File: src/rtl/seg7_decoder.sv
// seg7_decoder
//   Recovers a hex digit (0-F) from an active-low seven-segment pattern.
//   A pattern must be sampled STABLE_CYCLES times in a row (qualified by
//   sample_en) before a decision is taken.
//
//   Each decision is one of three kinds:
//     - legal pattern   -> decoded value, valid set
//     - blank (7F)      -> valid and err both cleared
//     - illegal pattern -> err set, and err_count increments (saturating)
//
// Parameters
//   STABLE_CYCLES : consecutive qualified samples per decision (1..255)
//   ERR_W         : width of the saturating illegal-pattern counter
//
// Ports
//   clk       : system clock, rising edge
//   rst_n     : asynchronous active-low reset
//   hex_in    : segment pattern, active-low, bit0=a .. bit6=g
//   sample_en : sample qualifier; when low all state freezes
//   value     : last successfully decoded digit
//   valid     : value holds a legal, stable decode
//   err       : last decision was an illegal pattern
//   update    : one-cycle pulse after every decision
//   err_count : saturating count of illegal decisions
//
// Optional feature (macro SEG7_DEC_DP_EN)
//   Adds the following ports:
//     dp_in  : active-low decimal point, part of the settling candidate
//     dp_out : active-high decimal point; latched on legal and blank
//              decisions, held on illegal ones
module seg7_decoder #(
    parameter int STABLE_CYCLES = 4,
    parameter int ERR_W         = 8
) (
    input  logic             clk,
    input  logic             rst_n,
    input  logic [6:0]       hex_in,
    input  logic             sample_en,
`ifdef SEG7_DEC_DP_EN
    input  logic             dp_in,
    output logic             dp_out,
`endif
    output logic [3:0]       value,
    output logic             valid,
    output logic             err,
    output logic             update,
    output logic [ERR_W-1:0] err_count
);

    localparam int CNT_W = $clog2(STABLE_CYCLES + 1);
    localparam logic [CNT_W-1:0] CNT_MAX = CNT_W'(STABLE_CYCLES);
`ifdef SEG7_DEC_DP_EN
    localparam int CAND_W = 8;
`else
    localparam int CAND_W = 7;
`endif

    typedef enum logic [1:0] {
        IDLE   = 2'd0,
        SETTLE = 2'd1,
        LOCKED = 2'd2,
        ERROR  = 2'd3
    } state_t;

    // Returns {legal, digit}
    function automatic logic [4:0] decode7(input logic [6:0] seg);
        logic [4:0] r;
        case (seg)
            7'h40:   r = {1'b1, 4'h0};
            7'h79:   r = {1'b1, 4'h1};
            7'h24:   r = {1'b1, 4'h2};
            7'h30:   r = {1'b1, 4'h3};
            7'h19:   r = {1'b1, 4'h4};
            7'h12:   r = {1'b1, 4'h5};
            7'h02:   r = {1'b1, 4'h6};
            7'h78:   r = {1'b1, 4'h7};
            7'h00:   r = {1'b1, 4'h8};
            7'h10:   r = {1'b1, 4'h9};
            7'h08:   r = {1'b1, 4'hA};
            7'h03:   r = {1'b1, 4'hB};
            7'h46:   r = {1'b1, 4'hC};
            7'h21:   r = {1'b1, 4'hD};
            7'h06:   r = {1'b1, 4'hE};
            7'h0E:   r = {1'b1, 4'hF};
            default: r = 5'b0_0000;
        endcase
        return r;
    endfunction

    state_t             state_q, state_d;
    logic [CAND_W-1:0]  cand_q, cand_d;
    logic [CNT_W-1:0]   cnt_q, cnt_d;
    logic [3:0]         value_q, value_d;
    logic               valid_q, valid_d;
    logic               err_q, err_d;
    logic               update_q, update_d;
    logic [ERR_W-1:0]   err_count_q, err_count_d;
`ifdef SEG7_DEC_DP_EN
    logic               dp_q, dp_d;
`endif

    logic [CAND_W-1:0]  sample;
    logic [CNT_W-1:0]   run_len;
    logic               in_run;
    logic               decide;
    logic [4:0]         dec;

`ifdef SEG7_DEC_DP_EN
    assign sample = {dp_in, hex_in};
`else
    assign sample = hex_in;
`endif

    always_comb begin
        state_d     = state_q;
        cand_d      = cand_q;
        cnt_d       = cnt_q;
        value_d     = value_q;
        valid_d     = valid_q;
        err_d       = err_q;
        update_d    = 1'b0;
        err_count_d = err_count_q;
`ifdef SEG7_DEC_DP_EN
        dp_d        = dp_q;
`endif
        run_len     = '0;
        in_run      = 1'b0;
        decide      = 1'b0;
        dec         = decode7(cand_q[6:0]);

        if (sample_en) begin
            if (sample != cand_q) begin
                // A new pattern restarts the run from any state; with
                // STABLE_CYCLES=1 this same sample already completes it.
                cand_d  = sample;
                state_d = SETTLE;
                run_len = CNT_W'(1);
                in_run  = 1'b1;
            end else if (state_q == SETTLE) begin
                run_len = cnt_q + CNT_W'(1);
                in_run  = 1'b1;
            end

            if (in_run) begin
                cnt_d  = run_len;
                decide = (run_len == CNT_MAX);
            end
        end

        if (decide) begin
            update_d = 1'b1;
            dec      = decode7(cand_d[6:0]);
            if (cand_d[6:0] == 7'h7F) begin
                valid_d = 1'b0;
                err_d   = 1'b0;
                state_d = IDLE;
`ifdef SEG7_DEC_DP_EN
                dp_d    = ~cand_d[7];
`endif
            end else if (dec[4]) begin
                value_d = dec[3:0];
                valid_d = 1'b1;
                err_d   = 1'b0;
                state_d = LOCKED;
`ifdef SEG7_DEC_DP_EN
                dp_d    = ~cand_d[7];
`endif
            end else begin
                valid_d = 1'b0;
                err_d   = 1'b1;
                state_d = ERROR;
                if (err_count_q != '1) begin
                    err_count_d = err_count_q + ERR_W'(1);
                end
            end
        end
    end

    always_ff @(posedge clk or negedge rst_n) begin
        if (!rst_n) begin
            state_q     <= IDLE;
            cand_q      <= '1;
            cnt_q       <= '0;
            value_q     <= '0;
            valid_q     <= 1'b0;
            err_q       <= 1'b0;
            update_q    <= 1'b0;
            err_count_q <= '0;
`ifdef SEG7_DEC_DP_EN
            dp_q        <= 1'b0;
`endif
        end else begin
            state_q     <= state_d;
            cand_q      <= cand_d;
            cnt_q       <= cnt_d;
            value_q     <= value_d;
            valid_q     <= valid_d;
            err_q       <= err_d;
            update_q    <= update_d;
            err_count_q <= err_count_d;
`ifdef SEG7_DEC_DP_EN
            dp_q        <= dp_d;
`endif
        end
    end

    assign value     = value_q;
    assign valid     = valid_q;
    assign err       = err_q;
    assign update    = update_q;
    assign err_count = err_count_q;
`ifdef SEG7_DEC_DP_EN
    assign dp_out    = dp_q;
`endif

endmodule
File: config.mk
export PLATFORM = sky130hd
export DESIGN_NAME = seg7_decoder
export DESIGN_NICKNAME = d
export VERILOG_FILES = /design/src/rtl/seg7_decoder.sv
export SDC_FILE = /design/constraint.sdc
export NUM_CORES = 1
export LEC_CHECK = 0
export ABC_CLOCK_PERIOD_IN_PS = 5460
export BUFFER_PORTS_ARGS = -buffer_cell sky130_fd_sc_hd__buf_4
export CAP_MARGIN = 5
export CORE_MARGIN = 2
export CORE_UTILIZATION = 60
export DETAILED_ROUTE_END_ITERATION = 12
export PLACE_DENSITY = 0.91
export SLEW_MARGIN = 5
export SYNTH_ARGS = -nofsm -noshare
export SYNTH_HDL_FRONTEND = slang
export SYNTH_SLANG_ARGS = --single-unit
File: constraint.sdc
create_clock -name clk -period 5.46 [get_ports clk]
set_input_delay 0.819 -clock clk [delete_from_list [all_inputs] [get_ports clk]]
set_output_delay 0.819 -clock clk [all_outputs]
set_load 0.005 [all_outputs]
After elaboration in Yosys (flattened, before gate mapping)
Index checks and enable logic that the tools add are counted.
Storage, ports and cells
  bits in registers: 27
  bits of input ports: 10
  logic and storage cells: 61
Operators by class
  $add $sub $neg: 2
  equality and inequality tests: 20
  multiplexer cells: 22
  bitwise logic cells: 2
  reductions and logical operators: 7
Operators by type and width (count)
  case mux 5 bit (16 select lines): 1
  equality test 7 bit (second input constant): 5
  equality test 7 x 5 -> 1 bit (second input constant): 3
  equality test 7 x 6 -> 1 bit (second input constant): 3
  equality test 7 x 2 -> 1 bit (second input constant): 2
  equality test 7 x 4 -> 1 bit (second input constant): 2
  2-to-1 mux 7 bit: 2
  2-to-1 mux 1 bit: 11
  2-to-1 mux 3 bit: 3
  adder 8 x 1 -> 8 bit (second input constant): 1
  2-to-1 mux 2 bit: 4
  != test 8 bit (second input constant): 1
  equality test 7 x 3 -> 1 bit (second input constant): 1
  logical NOT 7 bit: 1
  != test 7 bit: 1
  2-to-1 mux 5 bit: 1
  AND reduction 2 bit: 2
  AND reduction 4 bit: 1
  nonzero test 2 bit: 2
  adder 3 x 1 -> 3 bit (second input constant): 1
  equality test 3 bit (second input constant): 1
  AND reduction 3 bit: 1
  equality test 2 x 1 -> 1 bit (second input constant): 1
  NOT 1 bit: 2

Depth between registers and ports, before layout
Gate-level depths: netlist (run 1).
  word-level depth: 11
  mapped depth: 11

Worst setup path before layout (run 1)
No wires, ideal clock.
  kind: input to register
  from: input sample_en
  to: register err_count_q[7], in the netlist err_count[7]
  library setup time: 0.128 ns
  arrival time: 2.995 ns
  slack: 2.338 ns
  cell stages on the path: 11
  cells stage by stage: buf_2 -> mux2i_2 -> inv_1 -> buf_2 -> nand3_1 -> o32ai_1 -> mux2_2 -> a22oi_2 -> nand4_4 -> nor3_2 -> mux2_1
Between the ends
  longest elaborated chain between the ends: 6
RTL lines
  start, declared: RTL line 38  | input logic sample_en,
  2-to-1 mux 7 bit *: RTL line 131  | if (sample_en) begin
  net cand_d[2]: RTL line 91  | logic [CAND_W-1:0] cand_q, cand_d;
  equality test 7 x 4 -> 1 bit (tied with other cells): RTL line 68  | case (seg)
  case mux 5 bit (16 select lines): RTL line 68
  2-to-1 mux 5 bit: RTL line 150  | if (decide) begin
  NOT 1 bit (no line)
  AND reduction 4 bit (no line) *
  end signal, assigned: RTL line 200  | err_count_q <= err_count_d;
  end, declared: RTL line 97  | logic [ERR_W-1:0] err_count_q, err_count_d;
Mark *: on every way through the listed nets, which the timed path passes. The rest lies on a longest branch. The select of a mux whose other input is x is not followed.
A chain may end at the register's enable or synchronous reset.

Final worst setup path (run 1)
  from: register cand_q[5]
  to: register err_count_q[7], in the netlist err_count[7]
Between the ends
  longest elaborated chain between the ends: 8
RTL lines
  start, declared: RTL line 91
  start signal, assigned: RTL line 194  | cand_q <= cand_d;
  != test 7 bit: RTL line 132  | if (sample != cand_q) begin
  2-to-1 mux 7 bit: RTL line 132
  2-to-1 mux 7 bit: RTL line 131
  equality test 7 x 4 -> 1 bit (tied with other cells): RTL line 68
  case mux 5 bit (16 select lines): RTL line 68
  2-to-1 mux 5 bit: RTL line 150
  NOT 1 bit (no line)
  AND reduction 4 bit (no line) *
Mark *: on every way between the ends. The rest lies on a longest branch, timed or not. The select of a mux whose other input is x is not followed.

==> out/metrics.cfg, run 1 <==
[drt]
num_vias=1549
route.detailed.drc=0
routed_via_density=6.30
drt_iter0_drc=82
ant_nets=0
detail_route.first_pass.iterations=4
wl_mm=3.94
wl_per_cell_microns=16.0

[run]
drv_cap=0

[cts]
clk_pin_slew_ps=150
ctsRootBufferMaster=clkbuf_4
htree_levels=1
clock_sinks=27
numCtsBuffers=3
cts_tree=yes
ctsHoldBuffers=0
cts_resized=0
clock_path_buffers=2
post_cts_buffers=0
clkLatencyLatePin_ps=340

[die]
die_w_microns=59.0
pin_count=25
die_area_sq_um=3490
die_h_microns=59.0
num_rows=19
start_util_pct=64.3
core_sq_um=2830

[grt]
antenna_found_initial=0
track_usage_pct=25.1
gr-total-overflow=0
grt_max_degree=28
grt_pass1_vias=1460
grt_pass1_wl_mm=6.73

[critical_path]
cp.required_ps=5700
worst-endpoint-arrival_ps=3500
critical_path_class=reg -> reg
end_kind=flop
r2r_cells=8
worstPathMaxFanout=12
cp-start-kind=flop

[sta]
finClkSkew_ps=16.3
relSlewSlack_pct=41.9
drv_slew=0
tightest_slew_ps=869
post-route-period-util_pct=59.7
finalSetupTns_ps=0
fmax_mhz=307
setup_ws_ps=2200
whs_ps=360
rsz0062_at_grt=false
hold_viol=0
fin_crit_ps=3260
setup_viol=0

[logic_synthesis]
syn_avg_cell_area_sq_um=9.37
ys_ff_latch=27
yosysUniqueCellTypes=54
yosysSeqAreaShare_pct=37.6
syn_area_sq_um=1820
synth_edf_count=0
ys_warn_count=0
synthArstFlopShare_pct=100
syn_inst=194
synth_ff_type=dfrtp_1
synth_nets=206

[placed_design]
pre_cts_slack_ps=1900
placed_cells=242
place.gp.congestion=0.914
hpwl_mm=2.92
io_buffers=24
placed_area_sq_um=2010

[finish]
design_area_sq_um=2030
drive_above_1_share_pct=25.6
diodes=0
area_growth_pct=11.8
layout.cells.non_filler=246
final_cell_mix=nand2_1 (28), buf_4 (24), dfrtp_1 (20)
final_nets=228
post-route-util_pct=71.9
final_common_cell=nand2_1

[hold_path]
min_path_type=in -> async

[power]
ir_drop_uv=145
p_total_mw=0.396
p_per_area_nw_per_um2=195
leakagePower_nw=0.957

[run_status]
run_status=completed

cells in the mapped netlist (2+ instances only):
library cell,count,area share [%]
a21boi_0,2,0.83
a21o_1,2,0.83
a21oi_1,10,2.8
a22o_1,2,0.96
and3_1,3,1.0
buf_2,4,1.1
clkbuf_1,3,0.62
dfrtp_1,20,28
dfstp_2,7,10
ha_1,2,1.4
inv_1,7,1.4
mux2_1,3,1.9
mux2_2,4,2.5
mux2i_1,6,3.3
mux2i_2,2,1.5
mux2i_4,2,2.5
nand2_1,28,5.8
nand3_1,10,2.8
nand4_1,3,1.0
nor2_1,9,1.9
nor2b_1,3,1.0
nor3_1,8,2.2
nor3b_1,3,1.2
o21ai_0,6,1.7
o22a_1,2,0.96
o32ai_1,2,0.96
or3_1,3,1.0
xor2_1,12,5.8
sequential cells by signal (all words and copies together) (netlist names):
signal,count
err_count,8
cand_q,7
value,4
cnt_q,3
state_q,2
err,1
update,1
valid,1
path summary, 6_finish.rpt:
| path | startpoint | to | slack, ps |
|---|---|---|---|
| worst max-delay path | cand_q[5] | err_count[7] | 2200 |
| worst min-delay path | rst_n | cnt_q[1] | 360 |
| worst max register to register | cand_q[5] | err_count[7] | 2200 |
| worst min register to register | valid | valid | 510 |
| max in group asynchronous | rst_n | cand_q[4] | 4780 |
| min in group clk | valid | valid | 510 |
power breakdown:
group / switching, mW / internal, mW / leakage [nW]
clock: 0.0595 / 0.0275 / 0.0177
combinational: 0.0573 / 0.0334 / 0.596
sequential: 0.00850 / 0.210 / 0.343
critical path, stage by stage (launching register included):
cell      delay [ps]
dfstp_2          690
xor2_1           190
nor4_2            70
a21boi_1         700
mux2_2           420
a22oi_2          290
nand4_4          230
nor3_2           240
mux2_1           340
cell type report:
| cell class | instances | area (sq um) |
|---|---|---|
| multi-input combinational | 152 | 1070 |
| fill | 226 | 796 |
| sequential | 27 | 684 |
| timing repair buffer | 24 | 180 |
| tap | 31 | 38.8 |
| inverter | 8 | 30.0 |
| clock buffer | 3 | 22.5 |
| clock inverter | 1 | 5.00 |
cells by family (layout without fill, tap and decap cells):
| logic type | count (synthesis) | after routing | synth area share, % |
|---|---|---|---|
| compound gates | 41 | 41 | 16.6 |
| mux | 17 | 17 | 11.6 |
| buf+inv | 15 | 36 | 3.37 |
| simple gates | 79 | 79 | 23.1 |
| xor+xnor | 13 | 13 | 6.26 |
| fa+ha+maj | 2 | 2 | 1.38 |
| flops | 27 | 27 | 37.6 |
metal layers:
layer  vias up  wire (microns)  global-route usage, %
met5         -               0                      0
met3         7             171                   4.59
li1        739               -                      -
met2        52            1870                   39.7
met1       751            1850                   36.3
met4         0              42                   5.52
(Power assumes the default switching activity.)
==> inputs of run 2 (changes only) <==
--- a/config.mk
+++ b/config.mk
@@ -5,13 +5,13 @@
 export SDC_FILE = /design/constraint.sdc
 export NUM_CORES = 1
 export LEC_CHECK = 0
-export ABC_CLOCK_PERIOD_IN_PS = 5460
+export ABC_CLOCK_PERIOD_IN_PS = 2880
 export BUFFER_PORTS_ARGS = -buffer_cell sky130_fd_sc_hd__buf_4
 export CAP_MARGIN = 5
 export CORE_MARGIN = 2
-export CORE_UTILIZATION = 60
+export CORE_UTILIZATION = 51
 export DETAILED_ROUTE_END_ITERATION = 12
-export PLACE_DENSITY = 0.91
+export PLACE_DENSITY = 0.83
 export SLEW_MARGIN = 5
 export SYNTH_ARGS = -nofsm -noshare
 export SYNTH_HDL_FRONTEND = slang
==> constraint.sdc (replaced) <==
create_clock -name clk -period 2.88 [get_ports clk]
set_input_delay 0.432 -clock clk [delete_from_list [all_inputs] [get_ports clk]]
set_output_delay 0.432 -clock clk [all_outputs]
set_load 0.005 [all_outputs]
==> run 2 against run 1 <==
  * Sequential share of layout area is 3.1 points lower
  * Hold slack better by 43 ps
  * Final cell count is 15% higher
  * Count of clock-buffer cells in the layout stayed put
  * Wire length is 4.0% higher
  * Flip-flop and latch count stayed put
  * Critical path type unchanged
==> out/metrics.cfg, run 2 (synthesized netlist as in run 1, its figures left out) <==
[placed_design]
placed_area_sq_um=2180  ; +8.8%
placed_cells=278  ; +15%
place.gp.congestion=0.880  ; -3.7%
io_buffers=24  ; unchanged
pre_cts_slack_ps=-20.5  ; -1920 ps
hpwl_mm=3.11  ; +6.6%

[hold_path]
min_path_type=in -> reg
hold_depth=3
hold_start=hex_in[1]
whs_endpoint=cand_q[1]

[power]
comb_power_share_pct=26.7  ; +3.8 points
p_int_mw=0.540  ; +99%
p_per_area_nw_per_um2=354  ; +82%
leakagePower_nw=1.06  ; +11%
p_total_mw=0.792  ; +100%
p_sw_mw=0.252  ; +100%
seqPwrFrac_pct=51.5  ; -3.6 points
ir_drop_uv=240  ; +65%
clkPwrFrac_pct=21.8  ; -0.2 points
p_sw_share_pct=31.8  ; +0.19 points

[finish]
post-route-util_pct=66.0  ; -5.9 points
diodes=0  ; unchanged
drive_above_1_share_pct=33.3  ; +7.8 points
design_area_sq_um=2240  ; +10%
final_nets=250  ; +9.6%
final_cell_mix=buf_4 (45), nand2_1 (28), dfrtp_1 (20)
final_common_cell=buf_4
largest_register_ffs=8  ; unchanged
area_growth_pct=23.0
layout.cells.non_filler=283  ; +15%

[critical_path]
cp.required_ps=3120  ; -2580 ps
worst-endpoint-arrival_ps=2910  ; -590 ps
reg2reg_from=cand_q[5]
end_kind=flop
r2r-end=err_count[7]
worstPathMaxFanout=6  ; -6
critical_path_class=reg -> reg
r2r_cells=8  ; unchanged
cp-start-kind=flop
reg2reg_slack_ps=210  ; -1990 ps

[die]
num_rows=21  ; +2
die_h_microns=63.7  ; +7.9%
core_sq_um=3390  ; +20%
die_w_microns=63.7  ; +7.9%
pin_count=25  ; unchanged
die_area_sq_um=4060  ; +16%
start_util_pct=53.6  ; -11 points

[sta]
fin_crit_ps=2670  ; -587 ps
setup_ws_ps=205  ; -1990 ps
hold_viol=0  ; unchanged
setup_viol=0  ; unchanged
whs_ps=403  ; +43.2 ps
drv_slew=0  ; unchanged
finalSetupTns_ps=0  ; unchanged
relSlewSlack_pct=67.0  ; +25 points
rsz0062_at_grt=false
fmax_mhz=374  ; +22%
post-route-period-util_pct=92.9  ; +33 points
tightest_slew_ps=482  ; -387 ps
finClkSkew_ps=8.01  ; -8.25 ps

[cts]
clock_sinks=27  ; unchanged
htree_levels=1  ; unchanged
clk_pin_slew_ps=150  ; about the same
cts_tree=yes
numCtsBuffers=3  ; unchanged
post_cts_buffers=0  ; unchanged
ctsRootBufferMaster=clkbuf_4
clock_path_buffers=2  ; unchanged
clkLatencyLatePin_ps=340  ; about the same

[drt]
drt_iter0_drc=84  ; +2.4%
routed_via_density=5.58  ; -11%
route.detailed.drc=0  ; unchanged
ant_nets=0  ; unchanged
num_vias=1579  ; +1.9%
detail_route.first_pass.iterations=4  ; unchanged
wl_mm=4.09  ; +4.0%
wl_per_cell_microns=14.5  ; -9.6%

[grt]
grt_pass1_wl_mm=7.04  ; +4.5%
grt_pass1_vias=1597  ; +9.4%
track_usage_pct=22.0  ; -3.1 points
grt_max_degree=28  ; unchanged
gr-total-overflow=0  ; unchanged
antenna_found_initial=0  ; unchanged

[run_status]
run_status=completed

[run]
drv_cap=0  ; unchanged

run 2: worst max-delay path by stage:
stage          depth (start not counted)       from      endpoint
6_report                               8  cand_q[5]  err_count[7]
5_1_grt                                8  cand_q[4]  err_count[7]
4_1_cts                                8  cand_q[1]  err_count[7]
3_5_place_dp                          10  sample_en  err_count[7]
3_3_place_gp                          11  sample_en      value[1]
2_1_floorplan                         10  cand_q[4]  err_count[7]
run 2: worst max-delay path, stage by stage (launching register included):
cell     delay, ps
dfstp_2        570
xor2_1          70
nor4_2         350
nand2_1        160
or4_4          500
a21oi_4        200
nand4_4        160
nor3_2         220
mux2_1         340
run 2: per-layer routing:
layer	GRT usage [%]	routed length, microns	part of all wire [%]	vias to the layer above
met5	0	0	0	-
met4	5.98	48	1.2	0
met3	2.86	193	4.7	4
met2	36.7	1920	47	50
met1	30.1	1920	47	736
li1	-	-	-	789
run 2: power by group through the flow:
| stage | Sequential, mW | Combinational, mW | Clock (mW) |
|---|---|---|---|
| 2_1_floorplan | 0.412 | 0.129 | 0 |
| 5_1_grt | 0.410 | 0.232 | 0.192 |
| 6_report | 0.408 | 0.212 | 0.172 |
| 4_1_cts | 0.408 | 0.207 | 0.175 |
| 3_3_place_gp | 0.414 | 0.202 | 0 |
| 3_5_place_dp | 0.414 | 0.204 | 0 |
run 2: repair_timing:
action,CTS,global route
setup endpoints to repair,0,4
hold buffers,1,0
gates resized for setup,0,3
hold endpoints to repair,20,0
run 2: final cells by class:
| class | instances | area, sq um |
|---|---|---|
| multi-input combinational | 152 | 1090 |
| sequential | 27 | 684 |
| fill | 282 | 1150 |
| clock buffer | 3 | 22.5 |
| inverter | 8 | 30.0 |
| clock inverter | 1 | 7.51 |
| timing repair buffer | 46 | 348 |
| tap | 46 | 57.6 |
